===== config.mk =====
export PLATFORM = sky130hd
export DESIGN_NAME = ahb2apb_bridge
export DESIGN_NICKNAME = d
export VERILOG_FILES = /design/src/rtl/ahb2apb_pkg.sv /design/src/rtl/apb_addr_decode.sv /design/src/rtl/ahb2apb_bridge.sv
export SDC_FILE = /design/constraint.sdc
export NUM_CORES = 1
export LEC_CHECK = 0
export CAP_MARGIN = 5
export CORE_UTILIZATION = 40
export DETAILED_ROUTE_END_ITERATION = 6
export PLACE_DENSITY = 0.77
export SLEW_MARGIN = 20
export SYNTH_ARGS = -nofsm -noshare
export SYNTH_HDL_FRONTEND = slang
export SYNTH_SLANG_ARGS = --single-unit
export TNS_END_PERCENT = 50

===== constraint.sdc =====
create_clock -name HCLK -period 3.1 [get_ports HCLK]
set_clock_uncertainty 0.1 [all_clocks]
set_input_delay 0.31 -clock HCLK [delete_from_list [all_inputs] [get_ports HCLK]]
set_output_delay 0.31 -clock HCLK [all_outputs]
set_load 0.01 [all_outputs]

===== src/rtl/ahb2apb_pkg.sv =====
// ahb2apb_pkg: shared encodings, FSM states and APB address map for the AHB-to-APB bridge
package ahb2apb_pkg;
    localparam int NUM_SLV = 3;
    localparam logic [1:0] HTRANS_IDLE = 2'b00;
    localparam logic [1:0] HTRANS_BUSY = 2'b01;
    localparam logic [1:0] HTRANS_NONSEQ = 2'b10;
    localparam logic [1:0] HTRANS_SEQ = 2'b11;
    localparam logic HRESP_OKAY = 1'b0;
    localparam logic HRESP_ERROR = 1'b1;
    localparam logic [2:0] HSIZE_MAX = 3'b010;
    localparam logic [31:0] SLV_SIZE = 32'h0400_0000;
    localparam logic [NUM_SLV-1:0][31:0] SLV_BASE = {32'h8800_0000, 32'h8400_0000, 32'h8000_0000};
    typedef enum logic [2:0] {
        ST_IDLE,
        ST_WDATA,
        ST_SETUP,
        ST_ACCESS_W,
        ST_ACCESS_R,
        ST_RDONE,
        ST_ERR1,
        ST_ERR2
    } state_t;
endpackage


===== src/rtl/apb_addr_decode.sv =====
// apb_addr_decode: maps an AHB address/size to a one-hot APB select, flagging unmapped or oversized transfers
module apb_addr_decode
    import ahb2apb_pkg::*;
(
    input  logic [31:0]        addr,
    input  logic [2:0]         size,
    output logic [NUM_SLV-1:0] sel,
    output logic               decode_err
);
    always_comb begin
        sel = '0;
        for (int i = 0; i < NUM_SLV; i++) sel[i] = addr - SLV_BASE[i] < SLV_SIZE;
        decode_err = sel == '0 || size > HSIZE_MAX;
    end
endmodule


===== src/rtl/ahb2apb_bridge.sv =====
// ahb2apb_bridge: single AHB slave turning each accepted transfer into one APB2 access, or a two-cycle ERROR
module ahb2apb_bridge
    import ahb2apb_pkg::*;
(
    input  logic               HCLK,
    input  logic               HRESETn,
    input  logic [31:0]        HADDR,
    input  logic               HWRITE,
    input  logic [1:0]         HTRANS,
    input  logic [2:0]         HSIZE,
    input  logic [31:0]        HWDATA,
    output logic               HREADY,
    output logic               HRESP,
    output logic [31:0]        HRDATA,
    output logic [31:0]        PADDR,
    output logic [31:0]        PWDATA,
    output logic               PWRITE,
    output logic [NUM_SLV-1:0] PSEL,
    output logic               PENABLE,
    input  logic [31:0]        PRDATA
);
    state_t state, state_n;
    logic [31:0] haddr_q, addr_nxt;
    logic [2:0] hsize_q, size_nxt;
    logic hwrite_q, accept, dec_err;
    logic [NUM_SLV-1:0] sel_q, dec_sel;

    assign HREADY = state inside {ST_IDLE, ST_ACCESS_W, ST_RDONE, ST_ERR2};
    assign HRESP = state inside {ST_ERR1, ST_ERR2} ? HRESP_ERROR : HRESP_OKAY;
    assign PENABLE = state inside {ST_ACCESS_W, ST_ACCESS_R};
    assign PSEL = state inside {ST_SETUP, ST_ACCESS_W, ST_ACCESS_R} ? sel_q : '0;
    assign accept = HREADY && HTRANS inside {HTRANS_NONSEQ, HTRANS_SEQ};
    // decode sees the value the address latch is about to hold, so errors are known at the accept edge
    assign addr_nxt = accept ? HADDR : haddr_q;
    assign size_nxt = accept ? HSIZE : hsize_q;

    apb_addr_decode u_dec (
        .addr       (addr_nxt),
        .size       (size_nxt),
        .sel        (dec_sel),
        .decode_err (dec_err)
    );

    always_comb begin
        state_n = ST_IDLE;
        case (state)
            ST_IDLE, ST_ACCESS_W, ST_RDONE, ST_ERR2:
                state_n = !accept ? ST_IDLE : dec_err ? ST_ERR1 : HWRITE ? ST_WDATA : ST_SETUP;
            ST_WDATA:    state_n = ST_SETUP;
            ST_SETUP:    state_n = hwrite_q ? ST_ACCESS_W : ST_ACCESS_R;
            ST_ACCESS_R: state_n = ST_RDONE;
            ST_ERR1:     state_n = ST_ERR2;
            default:     state_n = ST_IDLE;
        endcase
    end

    always_ff @(posedge HCLK) begin
        if (!HRESETn) begin
            state <= ST_IDLE;
            haddr_q <= '0;
            hsize_q <= '0;
            hwrite_q <= 1'b0;
            sel_q <= '0;
            PADDR <= '0;
            PWDATA <= '0;
            PWRITE <= 1'b0;
            HRDATA <= '0;
        end else begin
            state <= state_n;
            if (accept) begin
                haddr_q <= HADDR;
                hsize_q <= HSIZE;
                hwrite_q <= HWRITE;
                sel_q <= dec_sel;
            end
            // APB address/direction only move when a real APB access begins its SETUP
            if (state_n == ST_SETUP) begin
                PADDR <= addr_nxt;
                PWRITE <= accept ? HWRITE : hwrite_q;
            end
            if (state == ST_WDATA) PWDATA <= HWDATA;
            if (state == ST_ACCESS_R) HRDATA <= PRDATA;
        end
    end
endmodule


After elaboration in Yosys (flattened, before gate mapping)
Cells that the tools add are included.
{"block": "totals", "register_bits": 139, "inputBits": 104, "out_inout_bits": 103}
{"block": "op_classes", "add_sub_neg": 3, "order_cmp": 4, "n_eq_ne": 10, "muxes": 10, "n_reduce_logical": 10}
{"cell": "$lt 32x27->1 const B", "count": 3}
{"cell": "$sub 32x32->32 const B", "count": 3}
{"cell": "$mux 32", "count": 1}
{"cell": "$mux 3", "count": 5}
{"cell": "$pmux 3 s5", "count": 1}
{"cell": "$eq 3x3->1 const B", "count": 4}
{"cell": "$eq 3x2->1 const B", "count": 3}
{"cell": "$logic_not 3->1", "count": 2}
{"cell": "$reduce_bool 2->1", "count": 3}
{"cell": "$eq 2x2->1 const B", "count": 2}
{"cell": "$reduce_bool 4->1", "count": 1}
{"cell": "$reduce_or 4->1", "count": 1}
{"cell": "$eq 3x1->1 const B", "count": 1}
{"cell": "$gt 3x2->1 const B", "count": 1}
{"cell": "$reduce_bool 3->1", "count": 1}
{"cell": "$mux 1", "count": 2}
{"cell": "$mux 2", "count": 1}
{"cell": "$logic_and 1x1->1", "count": 1}
{"cell": "$logic_or 1x1->1", "count": 1}

Logic depth before layout (Yosys ltp)
{"block": "depth", "word_depth": 12, "mapped_depth": 12}

Hierarchy
Synthesis repeated with hierarchy kept, for this count alone.
{"block": "unflattened", "cells_unflattened": 607, "hier_area_um2": 5517.8}
{"mod": "ahb2apb_bridge", "n_inst": 1, "cells_each": 592, "area_each_um2": 5381.4, "seq_area_each_um2": 2782.7}
{"mod": "apb_addr_decode", "n_inst": 1, "cells_each": 15, "area_each_um2": 136.4, "seq_area_each_um2": 0.0}

Least setup slack after synthesis
OpenSTA, ideal clock, no wires.
{"block": "synth_path", "kind": "register -> register", "start": "reg state[0]", "end": "reg PADDR[11]", "setup_time_ns": 0.121, "t_arrival_ns": 2.813, "path_slack_ns": 0.067, "path_stages_with_launch": 13, "path_buffers": 3, "cell_sequence": "dfxtp_1 > buf_2 > or4b_4 > o21ai_4 > buf_12 > mux2i_1 > ha_1 > xor2_1 > nor4_1 > o21a_1 > o21ai_4 > buf_4 > mux2_2"}
{"block": "synth_between", "elab_chain_len": 12, "elab_cells_between_ends": 26, "classes_between": "add/sub: 3; order compare: 4; eq/ne: 8; mux: 5; reduce/logical: 6"}
{"item": "start, declared", "line_no": "ahb2apb_bridge.sv:22", "source": "state_t state, state_n;"}
{"item": "start signal, assigned", "line_no": "ahb2apb_bridge.sv:69", "source": "state <= state_n;"}
{"item": "$eq 3x2->1 (tied with other cells)", "line_no": "ahb2apb_bridge.sv:28, ahb2apb_bridge.sv:46"}
{"item": "$reduce_bool 4->1", "line_no": "ahb2apb_bridge.sv:28", "source": "assign HREADY = state inside {ST_IDLE, ST_ACCESS_W, ST_RDONE, ST_ERR2};"}
{"item": "$logic_and 1x1->1", "line_no": "ahb2apb_bridge.sv:32", "source": "assign accept = HREADY && HTRANS inside {HTRANS_NONSEQ, HTRANS_SEQ};"}
{"item": "$mux 32"}
{"item": "$sub 32x32->32", "line_no": "apb_addr_decode.sv:12", "source": "for (int i = 0; i < NUM_SLV; i++) sel[i] = addr - SLV_BASE[i] < SLV_SIZE;"}
{"item": "$lt 32x27->1", "line_no": "apb_addr_decode.sv:12"}
{"item": "$logic_not 3->1", "line_no": "apb_addr_decode.sv:13", "source": "decode_err = sel == '0 || size > HSIZE_MAX;"}
{"item": "$logic_or 1x1->1", "line_no": "apb_addr_decode.sv:13"}
{"item": "$mux 3 (2 in a row)", "line_no": "ahb2apb_bridge.sv:48", "source": "state_n = !accept ? ST_IDLE : dec_err ? ST_ERR1 : HWRITE ? ST_WDATA : ST_SETUP;"}
{"item": "$pmux 3 s5", "line_no": "ahb2apb_bridge.sv:46", "source": "case (state)"}
{"item": "$eq 3x2->1", "line_no": "ahb2apb_bridge.sv:77", "source": "if (state_n == ST_SETUP) begin"}
{"item": "end signal, assigned", "line_no": "ahb2apb_bridge.sv:78", "source": "PADDR <= addr_nxt;"}
{"item": "end, declared", "line_no": "ahb2apb_bridge.sv:15", "source": "output logic [31:0] PADDR,"}
Several ways; a longest one is shown, not always the timed one.
A chain may end at the register's enable or synchronous reset.

Worst setup path in the final report
{"block": "layout_path", "start": "in HTRANS[1]", "end": "reg PADDR[13]"}
{"block": "layout_between", "elab_chain_len": 12, "elab_cells_between_ends": 19, "classes_between": "add/sub: 3; order compare: 4; eq/ne: 3; mux: 5; reduce/logical: 4"}
{"item": "start, declared", "line_no": "ahb2apb_bridge.sv:9", "source": "input logic [1:0] HTRANS,"}
{"item": "$eq 2x2->1", "line_no": "ahb2apb_bridge.sv:32"}
{"item": "$reduce_bool 2->1 *", "line_no": "ahb2apb_bridge.sv:32"}
{"item": "$logic_and 1x1->1 *", "line_no": "ahb2apb_bridge.sv:32"}
{"item": "$mux 32"}
{"item": "$sub 32x32->32", "line_no": "apb_addr_decode.sv:12"}
{"item": "$lt 32x27->1", "line_no": "apb_addr_decode.sv:12"}
{"item": "$logic_not 3->1", "line_no": "apb_addr_decode.sv:13"}
{"item": "$logic_or 1x1->1", "line_no": "apb_addr_decode.sv:13"}
{"item": "$mux 3 (2 in a row)", "line_no": "ahb2apb_bridge.sv:48"}
{"item": "$pmux 3 s5", "line_no": "ahb2apb_bridge.sv:46"}
{"item": "$eq 3x2->1", "line_no": "ahb2apb_bridge.sv:77"}
Mark *: on every way between the ends. The rest lies on a longest branch, timed or not.

==> results.cfg <==
[critical_path]
worstRegToRegCells = 10
path_class = input port to flop
cp_cell_sequence = clkdlybuf4s50_1, or4b_4, o21ai_4, mux2i_1, ha_1, xor2_1, nor4_1, o21a_1, o21ai_4, buf_12, mux2_1
critPathCaptureType = flop
startpoint_type = input port
cp_common_cell = o21ai_4
cp_slowest_stage_delay_ps = 480
worstPathRequired_ps = 3300
r2r_start = state[2]$_SDFF_PN0_
r2r_setup_slack_ps = 260
cp.arrival_ps = 3040
timing.rr.end = PADDR[13]$_SDFFE_PN0N_
path_max_fanout = 33
crit_slowest_cell = clkdlybuf4s50_1

[routing]
drc = 0
wl_um = 12900
vias = 4366
post_drt_wl_per_cell_um = 13.8
viasPerCell = 4.66
drtAntennaViolNets = 0
dr.pass1.iters = 4
drt-initial-drc-count = 230

[final_layout]
area_growth_syn_to_layout_pct = 51.5
fin_util_pct = 62.1
design_area_um2 = 8190
final_nets = 854
n_fill_cell = 1086
finalNonFillerCells = 937
diodes = 0
drive_above_1_share_pct = 14.2

[timing]
fin_crit_sh_pct = 91.7
slew_headroom_pct = 31.1
finalHoldViolCount = 0
fin_setup_tns_ps = 0
tightest_slew_ps = 1030
fmax_mhz = 352
rsz0062_at_grt = no
hold_slack_ps = 360
fin_crit_ps = 2840
drv_slew = 0
setup_viol = 0

[pwr]
p_per_area_nw_per_um2 = 691
p_leak_nw = 3.05
peakVddDrop_v = 0.000356

[run]
max_cap_violations = 0

[cts]
cts_hold_buf = 0
clkTransAtPathRegs_ps = 60
cts_tree = yes
clock_path_buffers = 2
cts-root-buf = clkbuf_16
ctsResizeCount = 0
cts_setup_buffers = 0
cts_buffers = 17
cts_sinks = 136
insertion_delay_ps = 410
htreeDepth = 4

[yosys]
yosysSeqAreaShare_pct = 50.4
netlist_instances = 548
syn_avg_cell_area_um2 = 9.87
synth_seq_cells = 136
yosys_warnings = 0
synth_ff_type = dfxtp_1
syn_area_um2 = 5410
ys_async_sr_fraction_pct = 0
syn-num-nets = 653
yosys.area.top_type = dfxtp_1
ys_types = 35
synth_edf_count = 0
post-synth-top-area-fraction_pct = 50.4
synth_area_leaders = dfxtp_1, nand2_1, a21boi_0

[min_path]
worstHoldStart = HWDATA[22]
hold_path_depth = 3
hp-class = input port to flop
holdPathEnd = PWDATA[22]$_SDFFE_PN0P_

[global_routing]
first_global_vias = 4412
grt-ovfl-total = 0
grt_antenna_before_repair = 0
grt_first_pass_wirelength_um = 21100
grt_max_degree = 137
grt_usage_pct = 19.1

[floorplan]
die-area_um2 = 14000
rows = 42
die_h_um = 118
io_pins = 207
core-area_um2 = 13200
die_x_um = 118
initial_core_util_pct = 41.0

[place]
dpl_cell_area_um2 = 7600
post-dp-hpwl_um = 8930
port_buffers = 205
place_inst = 906
place_congestion = 0.861

[outcome]
status = complete, no violations
[per-stage QoR]
step | power, W | setup slack [ps]
after global routing | 0.00596 | 100
after CTS | 0.00574 | 257
after floorplan | 0.00306 | 66.8
final | 0.00566 | 258
after detailed placement | 0.00371 | -143
after global placement | 0.00367 | -115
[power by group]
part | leakage [nW] | internal [W] | switching, W
combinational | 1.65 | 0.000809 | 0.000758
sequential | 1.11 | 0.00199 | 0.000103
clock | 0.287 | 0.00130 | 0.000701
[cells in the mapped netlist (all sizes together) (3+ instances only)]
cell      n
nand2   138
dfxtp   136
a21boi   66
nor2b    39
and2     34
mux2     33
mux2i    33
clkbuf   27
buf      10
a21oi     4
o21ai     4
nor2      3
o21a      3
[critical path, delay by kind of cell]
family	cells	cell delay [ps]
buf+inv	2	650
fa+ha+maj	1	190
mux	2	580
compound gates	3	390
xor+xnor	1	60
simple gates	2	830
[worst max-delay path by stage]
stage,from,end,depth (start not counted)
6_report,HTRANS[1],PADDR[13]$_SDFFE_PN0N_,11
5_1_grt,state[2]$_SDFF_PN0_,PADDR[20]$_SDFFE_PN0N_,10
4_1_cts,state[2]$_SDFF_PN0_,PADDR[27]$_SDFFE_PN0N_,10
3_5_place_dp,HTRANS[1],PADDR[11]$_SDFFE_PN0N_,11
3_3_place_gp,HTRANS[1],PADDR[6]$_SDFFE_PN0N_,11
2_1_floorplan,state[0]$_SDFF_PN0_,PADDR[11]$_SDFFE_PN0N_,12
[registers in the layout, summed over array words and instances (netlist names)]
name,cells
HRDATA,32
PADDR,32
PWDATA,32
haddr_q,32
sel_q,3
state,3
PWRITE,1
hwrite_q,1
[logic make-up after synthesis]
group	synth area share, %
mux	13.0
fa+ha+maj	0.231
compound gates	11.2
buf+inv	3.84
xor+xnor	0.324
simple gates	21.1
flops	50.4
[area by class of cell]
type	count	area (um^2)	area share (%)
flip-flops and latches	136	2720	33.2
multi-input cells	373	2490	30.3
repair buffers	219	2170	26.5
clock buffers	23	468	5.71
well taps	176	220	2.69
clock inverters	8	121	1.48
inverters	2	7.51	0.0916
[layer usage]
metal	track usage, %	part of all wire [%]	up-vias
li1	-	-	2202
met1	22.3	44	1978
met2	31.0	46	168
met3	7.72	8.9	18
met4	7.69	1.6	0
met5	0	0	-
[cells in the final DEF, fill, tap and decap left out, types with 2 or more instances in the layout]
master           instances
a21boi_0                66
a21oi_1                  4
and2_1                  34
buf_4                   14
bufinv_16                3
clkbuf_1                 4
clkbuf_16               17
clkbuf_8                 2
clkdlybuf4s50_1        204
clkinv_2                 3
dfxtp_1                136
inv_1                    2
mux2_1                   6
mux2_2                  27
mux2i_1                 33
nand2_1                137
nand2b_1                 2
nand3_1                  2
nor2_1                   2
nor2b_1                  7
nor2b_2                 32
nor3_2                   2
nor4_1                   2
o21a_1                   3
o21ai_0                  2
o21ai_4                  2
Power figures use the tool's default switching activity.
